### config.mk
export PLATFORM = sky130hd
export DESIGN_NAME = wb_uart_tx
export DESIGN_NICKNAME = d
export VERILOG_FILES = /design/src/rtl/wb_uart_tx_pkg.sv /design/src/rtl/wb_tx_fifo.sv /design/src/rtl/wb_uart_tx.sv
export SDC_FILE = /design/constraint.sdc
export NUM_CORES = 1
export LEC_CHECK = 0
export ABC_AREA = 0
export BUFFER_PORTS_ARGS = -buffer_cell sky130_fd_sc_hd__buf_2
export CORE_AREA = 2 2 162 164
export CTS_BUF_LIST = sky130_fd_sc_hd__clkbuf_4 sky130_fd_sc_hd__clkbuf_8
export DETAILED_ROUTE_END_ITERATION = 6
export DIE_AREA = 0 0 164 166
export GPL_ROUTABILITY_DRIVEN = 0
export PLACE_DENSITY = 0.78
export SETUP_SLACK_MARGIN = 0.15
export SYNTH_ARGS = -nofsm -noshare
export SYNTH_HDL_FRONTEND = slang
export SYNTH_SLANG_ARGS = --single-unit
### constraint.sdc
create_clock -name clk -period 11.7 [get_ports clk]
set_input_delay 0.585 -clock clk [delete_from_list [all_inputs] [get_ports clk]]
set_output_delay 0.585 -clock clk [all_outputs]
set_load 0.02 [all_outputs]
### src/rtl/wb_uart_tx_pkg.sv
// Shared types and constants for the write-back UART streamer.
package wb_uart_tx_pkg;

    typedef enum logic [1:0] {
        IDLE  = 2'd0,
        START = 2'd1,
        DATA  = 2'd2,
        STOP  = 2'd3
    } tx_state_t;

    localparam logic [7:0] SYNC_BYTE = 8'hA5;
    localparam int         DATA_BITS = 8;

endpackage

### src/rtl/wb_tx_fifo.sv
// Synchronous FIFO with a combinational head; a push into a full FIFO is
// accepted when a pop happens in the same cycle.
module wb_tx_fifo #(
    parameter int DEPTH = 8,
    parameter int DW    = 32,
    localparam int AW   = $clog2(DEPTH),
    localparam int LW   = AW + 1
) (
    input  logic          clk,
    input  logic          rst_n,
    input  logic          push,
    input  logic          pop,
    input  logic [DW-1:0] wdata,
    output logic [DW-1:0] rdata,
    output logic          full,
    output logic          empty,
    output logic [LW-1:0] level
);

    logic [DW-1:0] mem_q [DEPTH];
    logic [AW-1:0] wr_ptr_q, wr_ptr_d;
    logic [AW-1:0] rd_ptr_q, rd_ptr_d;
    logic [LW-1:0] level_q, level_d;
    logic          do_push, do_pop;

    assign full    = (level_q == LW'(DEPTH));
    assign empty   = (level_q == '0);
    assign do_pop  = pop && !empty;
    assign do_push = push && (!full || do_pop);
    assign rdata   = mem_q[rd_ptr_q];
    assign level   = level_q;

    always_comb begin
        wr_ptr_d = wr_ptr_q + AW'(do_push);
        rd_ptr_d = rd_ptr_q + AW'(do_pop);
        level_d  = level_q + LW'(do_push) - LW'(do_pop);
    end

    always_ff @(posedge clk or negedge rst_n) begin
        if (!rst_n) begin
            wr_ptr_q <= '0;
            rd_ptr_q <= '0;
            level_q  <= '0;
        end else begin
            wr_ptr_q <= wr_ptr_d;
            rd_ptr_q <= rd_ptr_d;
            level_q  <= level_d;
        end
    end

    // Storage needs no reset: the level counter gates every read.
    always_ff @(posedge clk) begin
        if (do_push) mem_q[wr_ptr_q] <= wdata;
    end

endmodule

### src/rtl/wb_uart_tx.sv
// Buffers valid write-back words and sends each as 8N1 frames, LSB byte first.
// Define WB_UART_TX_SYNC_EN to prefix every word with a 0xA5 sync frame.
module wb_uart_tx
    import wb_uart_tx_pkg::*;
#(
    parameter int CLKS_PER_BIT = 434,
    parameter int FIFO_DEPTH   = 8
) (
    input  logic                          clk,
    input  logic                          reset,
    input  logic                          wb_valid,
    input  logic [31:0]                   WB_Data,
    output logic                          tx,
    output logic                          busy,
    output logic                          overflow,
    output logic [$clog2(FIFO_DEPTH):0]   fifo_level
);

    localparam int TW = $clog2(CLKS_PER_BIT);
    localparam logic [TW-1:0] BIT_LAST = TW'(CLKS_PER_BIT - 1);
`ifdef WB_UART_TX_SYNC_EN
    localparam logic [2:0] LAST_IDX = 3'd4;
`else
    localparam logic [2:0] LAST_IDX = 3'd3;
`endif

    tx_state_t     state_q, state_d;
    logic [TW-1:0] timer_q, timer_d;
    logic [2:0]    bit_cnt_q, bit_cnt_d;
    logic [2:0]    idx_q, idx_d;
    logic [31:0]   word_q, word_d;
    logic          tx_q, tx_d;
    logic          busy_q, busy_d;
    logic          ovf_q, ovf_d;
    logic          pop, bit_tick;
    logic [31:0]   fifo_head;
    logic          fifo_full, fifo_empty;

    wb_tx_fifo #(.DEPTH(FIFO_DEPTH), .DW(32)) u_fifo (
        .clk   (clk),
        .rst_n (reset),
        .push  (wb_valid),
        .pop   (pop),
        .wdata (WB_Data),
        .rdata (fifo_head),
        .full  (fifo_full),
        .empty (fifo_empty),
        .level (fifo_level)
    );

    assign bit_tick = (timer_q == BIT_LAST);

    always_comb begin
        state_d   = state_q;
        timer_d   = timer_q;
        bit_cnt_d = bit_cnt_q;
        idx_d     = idx_q;
        word_d    = word_q;
        pop       = 1'b0;
        if (state_q != IDLE) timer_d = bit_tick ? '0 : timer_q + TW'(1);
        case (state_q)
            IDLE: if (!fifo_empty) begin
                pop     = 1'b1;
                word_d  = fifo_head;
                idx_d   = '0;
                timer_d = '0;
                state_d = START;
            end
            START: if (bit_tick) state_d = DATA;
            DATA: if (bit_tick) begin
`ifdef WB_UART_TX_SYNC_EN
                // The sync frame leaves the data word untouched.
                if (idx_q != 3'd0) word_d = {1'b0, word_q[31:1]};
`else
                word_d = {1'b0, word_q[31:1]};
`endif
                bit_cnt_d = bit_cnt_q + 3'd1;
                if (bit_cnt_q == 3'(DATA_BITS - 1)) state_d = STOP;
            end
            STOP: if (bit_tick) begin
                if (idx_q != LAST_IDX) begin
                    idx_d   = idx_q + 3'd1;
                    state_d = START;
                end else if (!fifo_empty) begin
                    pop     = 1'b1;
                    word_d  = fifo_head;
                    idx_d   = '0;
                    state_d = START;
                end else begin
                    state_d = IDLE;
                end
            end
            default: state_d = IDLE;
        endcase

        // Line level is registered from the next state so tx never glitches.
        case (state_d)
            START: tx_d = 1'b0;
`ifdef WB_UART_TX_SYNC_EN
            DATA:  tx_d = (idx_d == 3'd0) ? SYNC_BYTE[bit_cnt_d] : word_d[0];
`else
            DATA:  tx_d = word_d[0];
`endif
            default: tx_d = 1'b1;
        endcase

        busy_d = (state_d != IDLE) || !fifo_empty;
        ovf_d  = ovf_q || (wb_valid && fifo_full && !pop);
    end

    always_ff @(posedge clk or negedge reset) begin
        if (!reset) begin
            state_q   <= IDLE;
            timer_q   <= '0;
            bit_cnt_q <= '0;
            idx_q     <= '0;
            word_q    <= '0;
            tx_q      <= 1'b1;
            busy_q    <= 1'b0;
            ovf_q     <= 1'b0;
        end else begin
            state_q   <= state_d;
            timer_q   <= timer_d;
            bit_cnt_q <= bit_cnt_d;
            idx_q     <= idx_d;
            word_q    <= word_d;
            tx_q      <= tx_d;
            busy_q    <= busy_d;
            ovf_q     <= ovf_d;
        end
    end

    assign tx       = tx_q;
    assign busy     = busy_q;
    assign overflow = ovf_q;

endmodule

==> flow_metrics.py <==
metrics = {
    "cts": {
        "cts_setup_buffers": 0,
        "path_clk_slew_ns": 0.06,
        "htreeDepth": 2,
        "cts_tree": "built",
        "cts-buffers-inserted": 48,
        "cts.sinks": 318,
        "ctsHoldBuffers": 0,
        "post_cts_resized": 0,
        "cts-root-buf": "clkbuf_8",
        "clockBufferDepth": 3,
        "insertion_delay_ns": 0.58,
    },
    "timing": {
        "max_freq_ghz": 0.3092,
        "finalMaxSlewViolations": 0,
        "skew_ns": 0.02982,
        "worst_pin_slew_ns": 1.084,
        "setup_ws_ns": 8.465,
        "finalHoldViolCount": 0,
        "fin_setup_tns_ns": 0,
        "setup_viol_count_final": 0,
        "grt_setup_unrepaired": "no",
        "whs_ns": 0.2031,
        "finalCritPeriodShare_pct": 27.65,
        "fin_crit_ns": 3.235,
        "relSlewSlack_pct": 27.54,
    },
    "yosys": {
        "synthTopCellsByArea": "edfxtp_1 60%, dfrtp_1 12%, mux4_2 11%, mux2i_1 2.6%, a22o_1 2.1%",
        "ys_seq_area_share_pct": 72.24,
        "synth_edf_count": 256,
        "syn_inst": 690,
        "synth_top_area_share_pct": 60.10,
        "synth_top_area_cell": "edfxtp_1",
        "ys_seq_elements": 318,
        "syn_avg_cell_area_um2": 18.54,
        "yosysWarningCount": 0,
        "syn_nets": 746,
        "synthFlopType": "edfxtp_1",
        "synth-async-reset-ratio_pct": 19.50,
        "synthesis.area_um2": 12790,
        "synth.distinct_cells": 61,
    },
    "critical_path": {
        "crit_family": "simple AND/OR/NAND/NOR gates",
        "crit_slowest_cell": "and4bb_2",
        "cp.arrival_ns": 3.40,
        "critPathKind": "flip-flop to flip-flop",
        "start_kind": "flip-flop",
        "end_kind": "flip-flop",
        "worst-path-max-fanout": 32,
        "critical_path_buf_inv_count": 0,
        "cp.required_ns": 11.86,
        "crit_chain": "or4b_4 > nor4_4 > o211a_4 > o21ai_4 > and4bb_2",
        "slowest_delay_ns": 1.04,
    },
    "global_route": {
        "grt_util_met2_pct": 28.83,
        "grt_use_total_pct": 17.75,
        "met1_usage_pct": 24.11,
        "use_met3_pct": 3.946,
        "grt_pass1_wl_um": 37380,
        "grt-ovfl-total": 0,
        "grt_start_max_net_pins": 63,
        "grt_pass1_vias": 6966,
        "antenna_found_initial": 2,
        "grt-busiest-layer": "met2",
    },
    "drt": {
        "drc": 0,
        "ant_nets": 0,
        "drt_iter0_markers": 481,
        "first_pass_iters": 5,
        "wl_um": 23310,
        "via_per_inst": 5.771,
        "wl_per_cell_um": 20.58,
        "num_vias": 6538,
    },
    "finish": {
        "multiInputGateArea_um2": 3395,
        "design_area_um2": 14470,
        "finish.utilization_pct": 56.49,
        "fin_cells": 1133,
        "ff_latch_area_um2": 9246,
        "drive_above_1_share_pct": 28.48,
        "syn_to_final_growth_pct": 13.13,
        "fin_nets": 815,
        "fillers": 1897,
    },
    "floorplan": {
        "die_h_um": 166,
        "chipWidth_um": 164,
        "core_um2": 25620,
        "io-pin-count": 42,
        "num_rows": 59,
        "initial_utilization_pct": 49.93,
        "dieArea_um2": 27220,
    },
    "pwr": {
        "p_leak_nw": 5.005,
        "clock_power_share_pct": 36.4,
        "netSwitchingFraction_pct": 23.74,
        "p_per_area_nw_per_um2": 182.9,
        "pwr-share-seq_pct": 54.0,
        "report.power.total_mw": 2.647,
        "p_int_mw": 2.019,
        "ir_drop_mv": 0.1298,
        "p_switching_mw": 0.6285,
        "pwr-share-comb_pct": 9.6,
    },
    "placed_design": {
        "dp_hpwl_um": 12460,
        "placed_area_um2": 13410,
        "dp.cells": 1044,
        "port_buffers": 41,
        "dp_worst_setup_slack_ns": 8.448,
    },
    "worst_hold_path": {
        "hold_class": "input port to asynchronous set/reset pin",
    },
    "flow_run": {
        "drv_cap": 0,
    },
    "outcome": {
        "outcome": "complete, no violations",
    },
}
[worst reg2reg max path, stage by stage (launching register included)]
cell and delay [ns]:
dfrtp_1 0.44, or4b_4 0.60, nor4_4 0.34, o211a_4 0.24, o21ai_4 0.14, and4bb_2 1.05
[flip-flops by register name, indices dropped and copies added (netlist names)]
| name | count |
|---|---|
| overflow | 1 |
| u_fifo.mem_q | 256 |
| timer_q | 9 |
| bit_cnt_q | 3 |
| busy | 1 |
| u_fifo.wr_ptr_q | 3 |
| state_q | 2 |
| idx_q | 3 |
| tx | 1 |
| word_q | 32 |
| u_fifo.rd_ptr_q | 3 |
| u_fifo.level | 4 |
[kinds of logic (layout without fill, tap and decap cells)]
| logic type | count (synthesis) | count (layout) | synth area share, % |
|---|---|---|---|
| compound gates | 96 | 96 | 5.302 |
| xor+xnor | 11 | 11 | 0.7532 |
| fa+ha+maj | 21 | 21 | 2.113 |
| buf+inv | 48 | 155 | 1.702 |
| flops | 318 | 318 | 72.24 |
| mux | 98 | 98 | 13.85 |
| other cells | 0 | 1 | 0 |
| simple gates | 98 | 98 | 4.040 |
[cell usage after synthesis, types with 3 or more instances]
| cell type | n |
|---|---|
| a22o_1 | 31 |
| mux4_2 | 63 |
| nand2_1 | 43 |
| nor2_1 | 17 |
| o21ai_0 | 29 |
| xor2_1 | 10 |
| a21oi_1 | 7 |
| mux2i_1 | 33 |
| clkbuf_1 | 15 |
| inv_1 | 13 |
| nand3_1 | 6 |
| edfxtp_1 | 256 |
| nand4_1 | 3 |
| o21ai_1 | 7 |
| dfrtp_1 | 61 |
| ha_1 | 20 |
| or3_1 | 3 |
| buf_2 | 15 |
| nor4b_1 | 4 |
[power groups by stage]
stage / logic (mW) / registers, mW / clock network (mW)
detailed placement: 0.260 / 1.45 / 0
global placement: 0.253 / 1.44 / 0
finish: 0.254 / 1.43 / 0.964
floorplan: 0.153 / 1.45 / 0
CTS: 0.261 / 1.43 / 0.987
global route: 0.282 / 1.44 / 1.03
[metal layers]
metal | part of all wire [%] | wire length [µm]
met2 | 49 | 11470
met5 | 0.030 | 7
met1 | 42 | 9900
met4 | 1.9 | 452
met3 | 6.4 | 1481
[cells in the final DEF, fill, tap and decap left out, drive strengths merged, types with 3 or more instances in the layout]
cell	Yosys	layout
o21ai	38	38
mux2i	33	33
nand3	6	6
a22o	31	31
inv	13	14
mux4	63	63
nor2	17	17
clkbuf	15	73
nor4b	5	5
edfxtp	256	256
a21oi	7	7
dfrtp	61	61
or3	3	3
nand2	43	43
ha	20	20
nand4	3	3
xor2	10	10
buf	20	54
clkinv	0	12
[final timing paths]
path / slack [ns] / cells after the start / startpoint / end
worst max register to register: 8.47 / 5 / timer_q[2]$_DFF_PN0_ / u_fifo.mem_q[5][16]$_DFFE_PP_
worst min-delay path: 0.20 / 2 / reset / u_fifo.level[2]$_DFF_PN0_
worst max-delay path: 8.47 / 5 / timer_q[2]$_DFF_PN0_ / u_fifo.mem_q[5][16]$_DFFE_PP_
min in group clk: 0.28 / 1 / WB_Data[27] / u_fifo.mem_q[6][27]$_DFFE_PP_
max in group asynchronous: 10.87 / 2 / reset / u_fifo.rd_ptr_q[0]$_DFF_PN0_
worst min register to register: 0.46 / 1 / overflow$_DFF_PN0_ / overflow$_DFF_PN0_
[final cells by class]
type	count	area share (%)
antenna	1	0.01729
clock buffer	73	6.338
clock inverter	15	0.9598
inverter	13	0.3372
multi-input combinational	324	23.46
sequential	318	63.90
tap	335	2.897
timing repair buffer	54	2.093
Note: power is estimated with default switching activity, not from simulation.
